$ cat config.mk
export PLATFORM = sky130hd
export DESIGN_NAME = sm_uart_loader
export DESIGN_NICKNAME = d
export VERILOG_FILES = /design/src/rtl/sm_uart_loader.sv
export SDC_FILE = /design/constraint.sdc
export NUM_CORES = 1
export LEC_CHECK = 0
export BUFFER_PORTS_ARGS = -buffer_cell sky130_fd_sc_hd__buf_2
export CAP_MARGIN = 20
export CORE_MARGIN = 1.5
export CORE_UTILIZATION = 25
export DETAILED_ROUTE_END_ITERATION = 12
export GPL_ROUTABILITY_DRIVEN = 0
export SLEW_MARGIN = 40
export SYNTH_ARGS = -nofsm -noshare
export SYNTH_HDL_FRONTEND = slang
export SYNTH_SLANG_ARGS = --single-unit
$ cat constraint.sdc
create_clock -name clk -period 4 [get_ports clk]
set_input_delay 0.8 -clock clk [delete_from_list [all_inputs] [get_ports clk]]
set_output_delay 0.8 -clock clk [all_outputs]
set_load 0.05 [all_outputs]
$ cat src/rtl/sm_uart_loader.sv
// Serial program loader: receives a framed UART image and writes it,
// word by word, into instruction memory while holding the CPU in reset.
module sm_uart_loader #(
    parameter int CLKS_PER_BIT = 434,
    parameter int SIZE         = 64
) (
    input  logic        clk,
    input  logic        rst,
    input  logic        rx,
    output logic        mem_wr,
    output logic [31:0] mem_a,
    output logic [31:0] mem_wd,
    output logic        cpu_rst,
    output logic        busy,
    output logic        done,
    output logic        err
);

    localparam int            CW   = $clog2(CLKS_PER_BIT);
    localparam logic [CW-1:0] LAST = CW'(CLKS_PER_BIT - 1);
    localparam logic [CW-1:0] HALF = CW'(CLKS_PER_BIT / 2);
    localparam logic [CW-1:0] ONE  = CW'(1);
    localparam logic [8:0]    MAXN = 9'(SIZE);
    localparam logic [7:0]    HDR  = 8'hA5;

    typedef enum logic [1:0] {
        RX_IDLE,
        RX_START,
        RX_DATA,
        RX_STOP
    } rx_state_t;

    typedef enum logic [2:0] {
        WAIT_HDR,
        WAIT_LEN,
        LOAD,
        WRITE,
        FINISH
    } state_t;

    logic          rx_s1;
    logic          rx_s2;
    logic          rx_d;
    rx_state_t     rx_st;
    logic [CW-1:0] clk_cnt;
    logic [2:0]    bit_idx;
    logic [7:0]    rx_byte;
    logic          byte_stb;
    logic          frm_err;

    state_t        state;
    logic [7:0]    n;
    logic [7:0]    widx;
    logic [1:0]    lane;
    logic [23:0]   word;

    // rx is asynchronous; rx_d is kept one stage behind for edge detection
    always_ff @(posedge clk or posedge rst) begin
        if (rst) begin
            rx_s1 <= 1'b1;
            rx_s2 <= 1'b1;
            rx_d  <= 1'b1;
        end else begin
            rx_s1 <= rx;
            rx_s2 <= rx_s1;
            rx_d  <= rx_s2;
        end
    end

    always_ff @(posedge clk or posedge rst) begin
        if (rst) begin
            rx_st    <= RX_IDLE;
            clk_cnt  <= '0;
            bit_idx  <= '0;
            rx_byte  <= '0;
            byte_stb <= 1'b0;
            frm_err  <= 1'b0;
        end else begin
            byte_stb <= 1'b0;
            frm_err  <= 1'b0;
            case (rx_st)
                RX_IDLE: begin
                    if (rx_d && !rx_s2) begin
                        rx_st   <= RX_START;
                        clk_cnt <= '0;
                    end
                end
                RX_START: begin
                    // start bit still high at mid-bit means a glitch
                    if (clk_cnt == HALF) begin
                        clk_cnt <= '0;
                        bit_idx <= '0;
                        rx_st   <= rx_s2 ? RX_IDLE : RX_DATA;
                    end else begin
                        clk_cnt <= clk_cnt + ONE;
                    end
                end
                RX_DATA: begin
                    if (clk_cnt == LAST) begin
                        clk_cnt <= '0;
                        rx_byte <= {rx_s2, rx_byte[7:1]};
                        bit_idx <= bit_idx + 3'd1;
                        if (bit_idx == 3'd7) begin
                            rx_st <= RX_STOP;
                        end
                    end else begin
                        clk_cnt <= clk_cnt + ONE;
                    end
                end
                RX_STOP: begin
                    // back in idle by mid-stop so a back-to-back start is seen
                    if (clk_cnt == LAST) begin
                        clk_cnt  <= '0;
                        byte_stb <= rx_s2;
                        frm_err  <= !rx_s2;
                        rx_st    <= RX_IDLE;
                    end else begin
                        clk_cnt <= clk_cnt + ONE;
                    end
                end
                default: rx_st <= RX_IDLE;
            endcase
        end
    end

    always_ff @(posedge clk or posedge rst) begin
        if (rst) begin
            state   <= WAIT_HDR;
            n       <= '0;
            widx    <= '0;
            lane    <= '0;
            word    <= '0;
            mem_wr  <= 1'b0;
            mem_a   <= '0;
            mem_wd  <= '0;
            cpu_rst <= 1'b0;
            busy    <= 1'b0;
            done    <= 1'b0;
            err     <= 1'b0;
        end else begin
            mem_wr <= 1'b0;
            done   <= 1'b0;
            case (state)
                WAIT_HDR: begin
                    if (byte_stb && rx_byte == HDR) begin
                        state   <= WAIT_LEN;
                        err     <= 1'b0;
                        busy    <= 1'b1;
                        cpu_rst <= 1'b1;
                    end
                end
                WAIT_LEN: begin
                    if (frm_err) begin
                        state <= WAIT_HDR;
                        err   <= 1'b1;
                        busy  <= 1'b0;
                    end else if (byte_stb) begin
                        if (rx_byte != 8'd0 && {1'b0, rx_byte} <= MAXN) begin
                            state <= LOAD;
                            n     <= rx_byte;
                            widx  <= '0;
                            lane  <= '0;
                        end else begin
                            state <= WAIT_HDR;
                            err   <= 1'b1;
                            busy  <= 1'b0;
                        end
                    end
                end
                LOAD: begin
                    // cpu_rst stays high on abort: memory is partly overwritten
                    if (frm_err) begin
                        state <= WAIT_HDR;
                        err   <= 1'b1;
                        busy  <= 1'b0;
                    end else if (byte_stb) begin
                        lane <= lane + 2'd1;
                        case (lane)
                            2'd0: word[7:0]   <= rx_byte;
                            2'd1: word[15:8]  <= rx_byte;
                            2'd2: word[23:16] <= rx_byte;
                            default: begin
                                mem_wr <= 1'b1;
                                mem_a  <= {24'd0, widx};
                                mem_wd <= {rx_byte, word};
                                state  <= WRITE;
                            end
                        endcase
                    end
                end
                WRITE: begin
                    widx <= widx + 8'd1;
                    if (widx + 8'd1 == n) begin
                        state   <= FINISH;
                        done    <= 1'b1;
                        busy    <= 1'b0;
                        cpu_rst <= 1'b0;
                    end else begin
                        state <= LOAD;
                    end
                end
                FINISH: state <= WAIT_HDR;
                default: state <= WAIT_HDR;
            endcase
        end
    end

endmodule
==> summary.md <==
| Metric | Value |
|---|---|
| First-pass GRT wire length | about 18000 um |
| Mean post-synth cell area | 11.05 um^2 |
| Pre-CTS setup slack | 1562 ps |
| Latest clock arrival within the worst-skew pair | just over 400 ps |
| Vias | 3456 |
| Largest net degree at the start of global routing | a little over 70 |
| H-tree depth | 4 |
| Ratio of cells with drive above 1 in the final layout | between 20% and 30% |
| Peak Freq | 0.4483 GHz |
| Yosys cell types | 55 |
| Async S/R FF share, synth | 100.0% |
| DIE WIDTH | 148.2 um |
| Synth Flop Type | dfrtp_1 |
| Final hold slack | 357.8 ps |
| Register area share after synthesis | ~56% |
| Startpoint Class | flip-flop |
| Hold WC Path Type | reg2reg |
| Commonest non-fill, non-tap cell in the layout | dfrtp_1 |
| CP peak stage delay | 540 ps |
| Crit path arrival time | 2520 ps |
| Finished Layout Cells | approximately 800 |
| Die area | around 22000 um^2 |
| CP endpoint kind | flip-flop |
| Post-layout minimum cycle time | 2231 ps |
| Grt total ovfl | 0 |
| Final Hold Fails | 0 |
| Post-synth EDFFs | 0 |
| Setup WS post-layout | 1769 ps |
| CP cell instances | inv_1 > ha_1 > nand3b_1 > nor4_1 > o22a_1 > mux2_2 |
| Worst EP required | around 4300 ps |
| Cell area power density | roughly 460 nW/um^2 |
| Leakage | ~3.2 nW |
| Gr usage total | between 10% and 20% |
| CTS root buffer | clkbuf_16 |
| Number of global-route vias before repair | 3436 |
| CP delay by family, top | simple AND/OR/NAND/NOR gates |
| Yosys top cell area share | 54.12% |
| CTS tree | built |
| Clock-pin slew on the worst setup and hold paths | ~50 ps |
| # hold bufs at CTS | 0 |
| Initial core utilization | about a quarter |
| Layout area overhead | 19.37% |
| Setup CP Type | reg2reg |
| WL/cell | about 13 um |
| Run status | completed |
| Initial antenna violation count | 0 |
| Cell count after synthesis | around 480 |
| Slowest stage cell on the critical path | o22a_1 |
| WL final | roughly 11000 um |
| Initial drt markers | 191 |
| Synthesized flop and latch total | approximately 120 |
| Final slew viol count | 0 |
| I/O Pins | 72 |
| Residual DRC | 0 |
| Post-Syn Area | 5271 um^2 |
| Worst vdd ir | ~260 uV |
| Setup_tns | 0 ps |
| Post-DRT Antenna Nets | 0 |
| Max_slew headroom | 56.13% |
| Area contributors post-synth | dfrtp_1 54%, mux2_2 11%, nand2_1 7.1%, buf_4 3.4%, o21ai_0 2.8% |
| Final Net Count | between 500 and 600 |
| Crit share post-route | 55.77% |
| Post-synth top area cell | dfrtp_1 |
| RSZ-0062 raised after global routing | false |
| Worst-margin pin slew | between 600 and 700 ps |
| Num CTS Buffers | 17 |
| Cts repair resizes | 0 |
| CP bufs+invs | 1 |
| # fillers | around 2100 |
| Core Region | about 20000 um^2 |
| Drt first pass iters | 5 |
| Post-CTS Setup Bufs | 0 |
| Max_cap viols | 0 |
| Critical-path maximum fanout | 15 |
| Area of the multi-input gates | ~2100 um^2 |
| Sequential standard cell area | 2932 um^2 |
| Clock sinks | around 120 |
| Die Height | between 100 and 150 um |
| Vias per Instance | around 4.3 |
| CTS max path bufs | 2 |
| Inst Count DP | between 700 and 800 |
| Cell Rows | 52 |
| Post-DP HPWL | approximately 7200 um |
| Worst Skew | roughly 8.7 ps |
| Commonest cells after routing, fill and taps aside | 114 x dfrtp_1, 100 x nand2_1, 52 x mux2_2, 47 x buf_2, 30 x o21ai_0 |
| Yosys Warn Count | 0 |
| ANT cells | 0 |
| Final setup viols | 0 |
| IO buf count | 47 |
worst register-to-register path, delay by kind of cell (launching register included):
family / cells / cell delay (ps)
and+or+nand+nor: 2 / 580
AOI/OAI and AO/OA: 1 / 540
adders and majority gates: 1 / 130
muxes: 1 / 390
DFF: 1 / 390
buffers and inverters: 1 / 80
logic make-up (layout without fill, tap and decap cells):
kind of cell    Yosys count  in the layout  synth area share, %
flops                   117            117                55.61
compound gates           59             59                7.169
simple gates            169            169                14.91
other cells               1             24              0.07114
mux                      55             55                11.77
xor+xnor                 16             16                2.659
buf+inv                  51             93                5.673
fa+ha+maj                 9              9                2.136
power by group:
group	switching [mW]	leakage [nW]	internal, mW
Clock	0.541	0.280	0.951
Sequential	0.0311	1.62	1.21
Combinational	0.127	1.26	0.0416
per-layer routing:
| layer | vias to the layer above | part of all wire (%) | GRT usage, % |
|---|---|---|---|
| met2 | 67 | 45 | 15.96 |
| met5 | - | 0 | 0 |
| met1 | 1690 | 49 | 14.21 |
| met3 | 6 | 4.7 | 3.620 |
| li1 | 1693 | - | - |
| met4 | 0 | 0.62 | 4.158 |
cells in the mapped netlist (2+ instances only):
cell and n:
inv_1 10, o22ai_1 2, buf_4 24, nor4_1 3, nor2b_1 3, nand2b_1 4, and3_1 3, nand3_1 14
o31ai_1 4, mux2i_1 2, a21oi_1 6, nor2_1 14, nand2_2 3, nand2_1 100, a21boi_1 2, clkbuf_1 7
o41ai_1 3, dfrtp_1 114, mux2_2 52, dfstp_2 3, o21ai_0 30, ha_1 9, or2_2 2, xor2_1 7
buf_2 8, nor3_1 9, a22o_1 2, xnor2_1 9, nand4_1 2
cell type report:
cell class / instances / share of cell area [%]
Timing Repair Buffer: 50 / 4.096
Clock buffer: 21 / 7.318
Multi-Input combinational cell: 332 / 33.92
Inverter: 11 / 0.7357
Clock inverter: 11 / 1.969
Tap cell: 270 / 5.369
Sequential cell: 117 / 46.59
path summary, 6_finish.rpt:
kind                                              from                      to  slack [ps]  cells after the start
worst min-delay path                   rx_s1$_DFF_PP1_         rx_s2$_DFF_PP1_         360                      0
worst min register to register         rx_s1$_DFF_PP1_         rx_s2$_DFF_PP1_         360                      0
min in group asynchronous                          rst  mem_wd[13]$_DFFE_PP0P_         490                      2
worst max register to register  clk_cnt[1]$_DFFE_PP0P_    rx_st[0]$_DFFE_PP0P_        1770                      6
worst max-delay path            clk_cnt[1]$_DFFE_PP0P_    rx_st[0]$_DFFE_PP0P_        1770                      6
max in group asynchronous                          rst  rx_byte[5]$_DFFE_PP0P_        2720                      3
flip-flops by register name, indices dropped and copies added, names as in the netlist, 2 cells and up, named ones only:
signal and flops:
mem_wd 32, word 24, clk_cnt 9, mem_a 8, n 8, rx_byte 8, widx 8, bit_idx 3
state 3, lane 2
stage by stage:
stage                     util [%]  cell area [um^2]  total power [mW]
after global routing         30.80              6292             3.026
after CTS                    30.76              6285             2.934
final                        30.80              6292             2.899
after global placement       27.89              5698             1.424
after detailed placement     27.90              5700             1.428
after floorplan                  -              5358             1.415
Power figures use the tool's default switching activity.
